`src/rtl/genius_datapath.sv`:
```
// Genius game datapath: settings/player registers, LFSR sequence generator,
// sequence RAM, match/sequence/score counters and a timed LED display driver.
// It executes the strobes issued by the game FSM and returns its status.
module genius_datapath #(
  parameter int          DATA_WIDTH      = 4,
  parameter int          DIFICULTY_WIDTH = 2,
  parameter int          ADDR_WIDTH      = 5,
  parameter int          LED_TICKS       = 8,
  parameter logic [15:0] LFSR_SEED       = 16'hACE1
) (
  input  logic                       clk,
  input  logic                       rst_n,
  input  logic                       settings_wr,
  input  logic                       player_wr,
  input  logic                       mem_rd,
  input  logic                       mem_wr,
  input  logic                       inc_match_index,
  input  logic                       inc_sequence_index,
  input  logic                       inc_score,
  input  logic                       rst_match,
  input  logic                       rst_sequence,
  input  logic                       rst_score,
  input  logic                       update_score,
  input  logic                       enable_led,
  input  logic                       all_leds,
  input  logic [DATA_WIDTH-1:0]      buttons,
  input  logic [DIFICULTY_WIDTH-1:0] difficulty_in,
  input  logic                       speed_in,
  input  logic                       mode_in,
  output logic [DATA_WIDTH-1:0]      player_input,
  output logic [DIFICULTY_WIDTH-1:0] difficulty,
  output logic                       speed,
  output logic                       mode,
  output logic [DATA_WIDTH-1:0]      sequence_item,
  output logic [ADDR_WIDTH-1:0]      match_index,
  output logic [ADDR_WIDTH-1:0]      sequence_index,
  output logic [ADDR_WIDTH-1:0]      score,
  output logic [DATA_WIDTH-1:0]      leds,
  output logic                       led_busy
);

  localparam int SEL_W = (DATA_WIDTH > 1) ? $clog2(DATA_WIDTH) : 1;
  localparam int DEPTH = 1 << ADDR_WIDTH;
  localparam int TW    = $clog2(2 * LED_TICKS + 1);

  logic [15:0]           lfsr;
  logic [DATA_WIDTH-1:0] mem [DEPTH];
  logic [TW-1:0]         timer;
  logic [DATA_WIDTH-1:0] new_item;
  logic [DATA_WIDTH-1:0] cur_item;
  logic [TW-1:0]         disp_len;

  // New sequence item is one-hot, selected by the low LFSR bits.
  assign new_item = DATA_WIDTH'(1) << lfsr[SEL_W-1:0];
  // The display path reads the RAM directly so LEDs light on the strobe edge.
  assign cur_item = mem[match_index];
  assign disp_len = speed ? TW'(LED_TICKS) : TW'(2 * LED_TICKS);

  // Free-running Galois LFSR, x^16+x^14+x^13+x^11.
  always_ff @(posedge clk) begin
    if (!rst_n) lfsr <= LFSR_SEED;
    else        lfsr <= {1'b0, lfsr[15:1]} ^ (lfsr[0] ? 16'hB400 : 16'h0000);
  end

  // Sequence RAM write port; contents survive reset but reset blocks writes.
  always_ff @(posedge clk) begin
    if (rst_n && mem_wr) mem[sequence_index] <= new_item;
  end

  // Registered RAM read; same-address write in the same cycle returns old data.
  always_ff @(posedge clk) begin
    if (!rst_n)      sequence_item <= '0;
    else if (mem_rd) sequence_item <= mem[match_index];
  end

  // Game settings latch.
  always_ff @(posedge clk) begin
    if (!rst_n) begin
      difficulty <= '0;
      speed      <= 1'b0;
      mode       <= 1'b0;
    end else if (settings_wr) begin
      difficulty <= difficulty_in;
      speed      <= speed_in;
      mode       <= mode_in;
    end
  end

  // Player press capture: only clean one-hot presses; consuming a press clears it.
  always_ff @(posedge clk) begin
    if (!rst_n)                           player_input <= '0;
    else if (inc_match_index)             player_input <= '0;
    else if (player_wr && $onehot(buttons)) player_input <= buttons;
  end

  // Match and sequence index counters, clear beats increment, wrap on overflow.
  always_ff @(posedge clk) begin
    if (!rst_n) begin
      match_index    <= '0;
      sequence_index <= '0;
    end else begin
      if (rst_match)            match_index <= '0;
      else if (inc_match_index) match_index <= match_index + ADDR_WIDTH'(1);
      if (rst_sequence)            sequence_index <= '0;
      else if (inc_sequence_index) sequence_index <= sequence_index + ADDR_WIDTH'(1);
    end
  end

  // Score: clear, then load from sequence length, then saturating increment.
  always_ff @(posedge clk) begin
    if (!rst_n)            score <= '0;
    else if (rst_score)    score <= '0;
    else if (update_score) score <= sequence_index;
    else if (inc_score && score != '1) score <= score + ADDR_WIDTH'(1);
  end

  // LED display timer: flash always restarts, item display only when idle,
  // LEDs drop on the edge after the timer reaches 1.
  always_ff @(posedge clk) begin
    if (!rst_n) begin
      leds     <= '0;
      led_busy <= 1'b0;
      timer    <= '0;
    end else if (all_leds) begin
      leds     <= '1;
      led_busy <= 1'b1;
      timer    <= disp_len;
    end else if (enable_led && !led_busy) begin
      leds     <= cur_item;
      led_busy <= 1'b1;
      timer    <= disp_len;
    end else if (led_busy) begin
      if (timer == TW'(1)) begin
        leds     <= '0;
        led_busy <= 1'b0;
        timer    <= '0;
      end else begin
        timer <= timer - TW'(1);
      end
    end
  end

endmodule

```
`config.mk`:
```
export PLATFORM = sky130hd
export DESIGN_NAME = genius_datapath
export DESIGN_NICKNAME = d
export VERILOG_FILES = /design/src/rtl/genius_datapath.sv
export SDC_FILE = /design/constraint.sdc
export NUM_CORES = 1
export LEC_CHECK = 0
export ABC_AREA = 1
export CORE_MARGIN = 5
export CORE_UTILIZATION = 35
export CTS_BUF_LIST = sky130_fd_sc_hd__clkbuf_8
export DETAILED_ROUTE_END_ITERATION = 10
export HOLD_SLACK_MARGIN = 0.05
export PLACE_DENSITY = 0.61
export REMOVE_ABC_BUFFERS = 1
export SKIP_CTS_REPAIR_TIMING = 1
export SLEW_MARGIN = 20
export SYNTH_ARGS = -nofsm -noshare
export SYNTH_HDL_FRONTEND = slang
export SYNTH_SLANG_ARGS = --single-unit
```
`constraint.sdc`:
```
create_clock -name clk -period 6.3 [get_ports clk]
set_input_delay 0.63 -clock clk [delete_from_list [all_inputs] [get_ports clk]]
set_output_delay 0.63 -clock clk [all_outputs]
set_load 0.05 [all_outputs]
```
==> impl_metrics.py <==
metrics = {
    "run_status": {
        "run_status": "finished clean",
    },
    "route": {
        "wire_per_inst_um": 15.0,
        "num_vias": 5269,
        "wl_mm": 16.4,
        "via_per_inst": 4.83,
        "drt_pass1_iterations": 5,
        "detail_route_met3_wl_um": 769,
        "drt_drc_violations_left": 0,
        "met2_layer_wire_length_in_the_routed_design_mm": 7.68,
        "metal_1_wl_mm": 7.73,
        "drtIter0Drc": 374,
        "top_signal_layer_used": "met4",
        "drt.antenna.violating_nets": 0,
    },
    "synth": {
        "ys_dominant_reg_cell": "sky130_fd_sc_hd__edfxtp_1",
        "syn_area_cell_um2": 10.1,
        "post_synth_inst_count": 752,
        "synth_sequential_area_ratio_pct": 65.6,
        "async_reset_ff_share_pct": 0,
        "yosysWarningCount": 0,
        "post_synth_edffs": 128,
        "cell_area_synth_um2": 7630,
        "synth.ff_latch_count": 186,
        "synth.distinct_cells": 32,
    },
    "placed_design": {
        "place_hpwl_mm": 10.2,
        "gp_congestion": 0.807,
        "post-place-ws_ps": 3310,
        "placement.io_buffers": 54,
    },
    "floorplan": {
        "die_height_um": 158,
        "floorplan.initialDensity_pct": 35.3,
        "fp.coreArea_um2": 21600,
        "placementRows": 54,
        "top_level_ports": 55,
        "design.die.area_um2": 24800,
        "floorplan.die.width_um": 158,
    },
    "critical_path": {
        "arrival_ps": 3000,
        "worst-path-max-fanout": 65,
        "worst-endpoint-required_ps": 6660,
        "slowest_stage": "sky130_fd_sc_hd__inv_2",
        "critical_path_type": "flip-flop to flip-flop",
        "critPathCaptureType": "flip-flop",
        "timing.critical_path.from_type": "flip-flop",
        "cp_cell_sequence": "buf_4 -> inv_2 -> nand2_1 -> nand3_1 -> nand3_1 -> nand2_1 -> nand2_1 -> nand3_1 -> nand2_1 -> nand2_1 -> nand2_1 -> nand2_1",
        "crit_family": "buffers and inverters",
        "critical_path.max_stage_delay_ps": 620,
        "worst_path_most_repeated_cell": "sky130_fd_sc_hd__nand2_1",
        "critical_path.n_buffers_inverters": 2,
    },
    "sta": {
        "clock_skew_after_layout_ps": 11.4,
        "post-route-min-period_ps": 2640,
        "worst_slew_pin_slew_ps": 1050,
        "setup_violations": 0,
        "setup_repair_after_global_routing_missed_its_margin": "no",
        "final_max_slew_viol_count": 0,
        "post-route-worst-setup-slack_ps": 3660,
        "final-hold-violation-count": 0,
        "fin_crit_sh_pct": 41.9,
        "slew_headroom_pct": 29.7,
        "fin_hold_ws_ps": 416,
        "fmax_mhz": 379,
        "fin_tns_setup_ps": 0,
    },
    "global_route": {
        "first_pass_grt_wire_length_mm": 26.5,
        "grt_antenna_before_repair": 0,
        "global_route.usage.total_pct": 13.6,
        "globalRouteOverflowTotal": 0,
        "via_count_of_the_first_global_routing_pass": 5160,
        "pin_count_of_the_biggest_net_entering_global_routing": 66,
    },
    "worst_hold_path": {
        "min-delay-path-class": "flip-flop to flip-flop",
    },
    "final_layout": {
        "area.growth.synth_to_final_pct": 15.1,
        "post_route_cells_drive_above_1_share_pct": 6.16,
        "final_util_pct": 40.6,
        "diodes": 0,
        "nets": 834,
        "fillerInstances": 2097,
    },
    "power": {
        "cellPowerDensity_nw_per_um2": 264,
        "total_leakage_power_nw": 3.35,
        "worst_ir_drop_vdd_v": 0.000130,
    },
    "clock_tree": {
        "ctsRootBufferMaster": "sky130_fd_sc_hd__clkbuf_8",
        "clock_sink_count": 186,
        "tritoncts": "yes",
        "clk_pin_slew_worst_paths_ps": 90,
        "cts_buffers": 17,
        "clock_insertion_delay_worst_skew_ps": 460,
        "longest_clk_path_bufs": 2,
        "cts_max_level": 4,
    },
    "run": {
        "max_capacitance_violation_total": 0,
    },
}
## stage by stage
step | instances | total power [mW] | area, um2
after global routing | 1092 | 2.42 | 8780
after global placement | 1060 | 1.54 | 8370
after CTS | 1092 | 2.34 | 8780
after detailed placement | 1060 | 1.54 | 8370
final | 1092 | 2.32 | 8780
after floorplan | 722 | 1.47 | 7430
## worst register-to-register path: cells and delay by family (launching register included)
kind / cells / cell delay [ps]
buf+inv: 2 / 1190
simple gates: 10 / 1050
flops: 1 / 320
## logic make-up after synthesis
logic type	share of synthesized area (%)
flops	65.6
compound gates	3.17
mux	0.131
buf+inv	4.77
xor+xnor	0.459
fa+ha+maj	2.07
simple gates	23.8
## placed cells by master, fill, tap and decap left out, types with 3 or more instances in the layout
cell / count
sky130_fd_sc_hd__ha_1: 11
sky130_fd_sc_hd__inv_2: 3
sky130_fd_sc_hd__or2_2: 8
sky130_fd_sc_hd__edfxtp_1: 128
sky130_fd_sc_hd__a31oi_1: 8
sky130_fd_sc_hd__buf_4: 4
sky130_fd_sc_hd__nor2_1: 61
sky130_fd_sc_hd__nand3_1: 115
sky130_fd_sc_hd__nor3_1: 8
sky130_fd_sc_hd__o21ai_0: 16
sky130_fd_sc_hd__clkbuf_8: 19
sky130_fd_sc_hd__nand2_1: 230
sky130_fd_sc_hd__xor2_1: 3
sky130_fd_sc_hd__a21oi_1: 16
sky130_fd_sc_hd__clkdlybuf4s50_1: 54
sky130_fd_sc_hd__dfxtp_1: 57
sky130_fd_sc_hd__clkinv_2: 3
sky130_fd_sc_hd__bufinv_16: 3
sky130_fd_sc_hd__inv_1: 42
## where the power goes
group	leakage [nW]	internal, mW	total, mW	switching, mW
Combinational	1.41	0.0592	0.176	0.117
Clock	0.219	0.410	0.811	0.401
Sequential	1.71	1.32	1.33	0.0123
## state kept, by name, indices dropped and copies added (netlist names), named ones only
name and cells:
mem 128, lfsr 16, match_index 5, score 5
sequence_index 5, timer 5, leds 4, player_input 4
sequence_item 4, difficulty 2, led_busy 1, mode 1
speed 1
## cells in the mapped netlist (2+ instances only)
| master | number | area [um2] |
|---|---|---|
| sky130_fd_sc_hd__a21oi_1 | 16 | 80.1 |
| sky130_fd_sc_hd__inv_1 | 41 | 154 |
| sky130_fd_sc_hd__nand2_1 | 230 | 863 |
| sky130_fd_sc_hd__ha_1 | 11 | 138 |
| sky130_fd_sc_hd__xor2_1 | 3 | 26.3 |
| sky130_fd_sc_hd__or2_2 | 8 | 50.1 |
| sky130_fd_sc_hd__inv_2 | 2 | 7.51 |
| sky130_fd_sc_hd__nor3_1 | 8 | 40.0 |
| sky130_fd_sc_hd__buf_6 | 8 | 90.1 |
| sky130_fd_sc_hd__edfxtp_1 | 128 | 3840 |
| sky130_fd_sc_hd__nand3_1 | 115 | 576 |
| sky130_fd_sc_hd__and3_1 | 2 | 12.5 |
| sky130_fd_sc_hd__clkbuf_1 | 5 | 18.8 |
| sky130_fd_sc_hd__o21ai_0 | 16 | 80.1 |
| sky130_fd_sc_hd__buf_4 | 4 | 30.0 |
| sky130_fd_sc_hd__dfxtp_1 | 58 | 1160 |
| sky130_fd_sc_hd__nor2_1 | 64 | 240 |
| sky130_fd_sc_hd__buf_2 | 12 | 60.1 |
| sky130_fd_sc_hd__a31oi_1 | 8 | 50.1 |
## path summary, 6_finish.rpt
| check | startpoint | end | slack, ps | cells past startpoint |
|---|---|---|---|---|
| hold / removal | lfsr[5] | lfsr[4] | 420 | 2 |
| setup / recovery | flip-flop | leds[0] | 3660 | 12 |
| setup reg to reg | flip-flop | leds[0] | 3660 | 12 |
| hold reg to reg | lfsr[5] | lfsr[4] | 420 | 2 |
## final cells by class
type | instances | area [um2] | share of cell area [%]
Timing Repair Buffer | 58 | 571 | 6.50
Inverter | 43 | 161 | 1.84
Clock buffer | 19 | 262 | 2.98
Clock inverter | 13 | 150 | 1.71
Sequential cell | 186 | 5010 | 57.0
Multi-Input combinational cell | 493 | 2280 | 25.9
Tap cell | 280 | 350 | 3.99
## per-layer routing
| layer | vias up | GRT usage, % |
|---|---|---|
| li1 | 2624 | - |
| met1 | 2484 | 19.0 |
| met2 | 148 | 21.4 |
| met3 | 13 | 3.34 |
| met4 | 0 | 3.69 |
| met5 | - | 0 |
No activity file was read; power rests on OpenSTA's default activity.
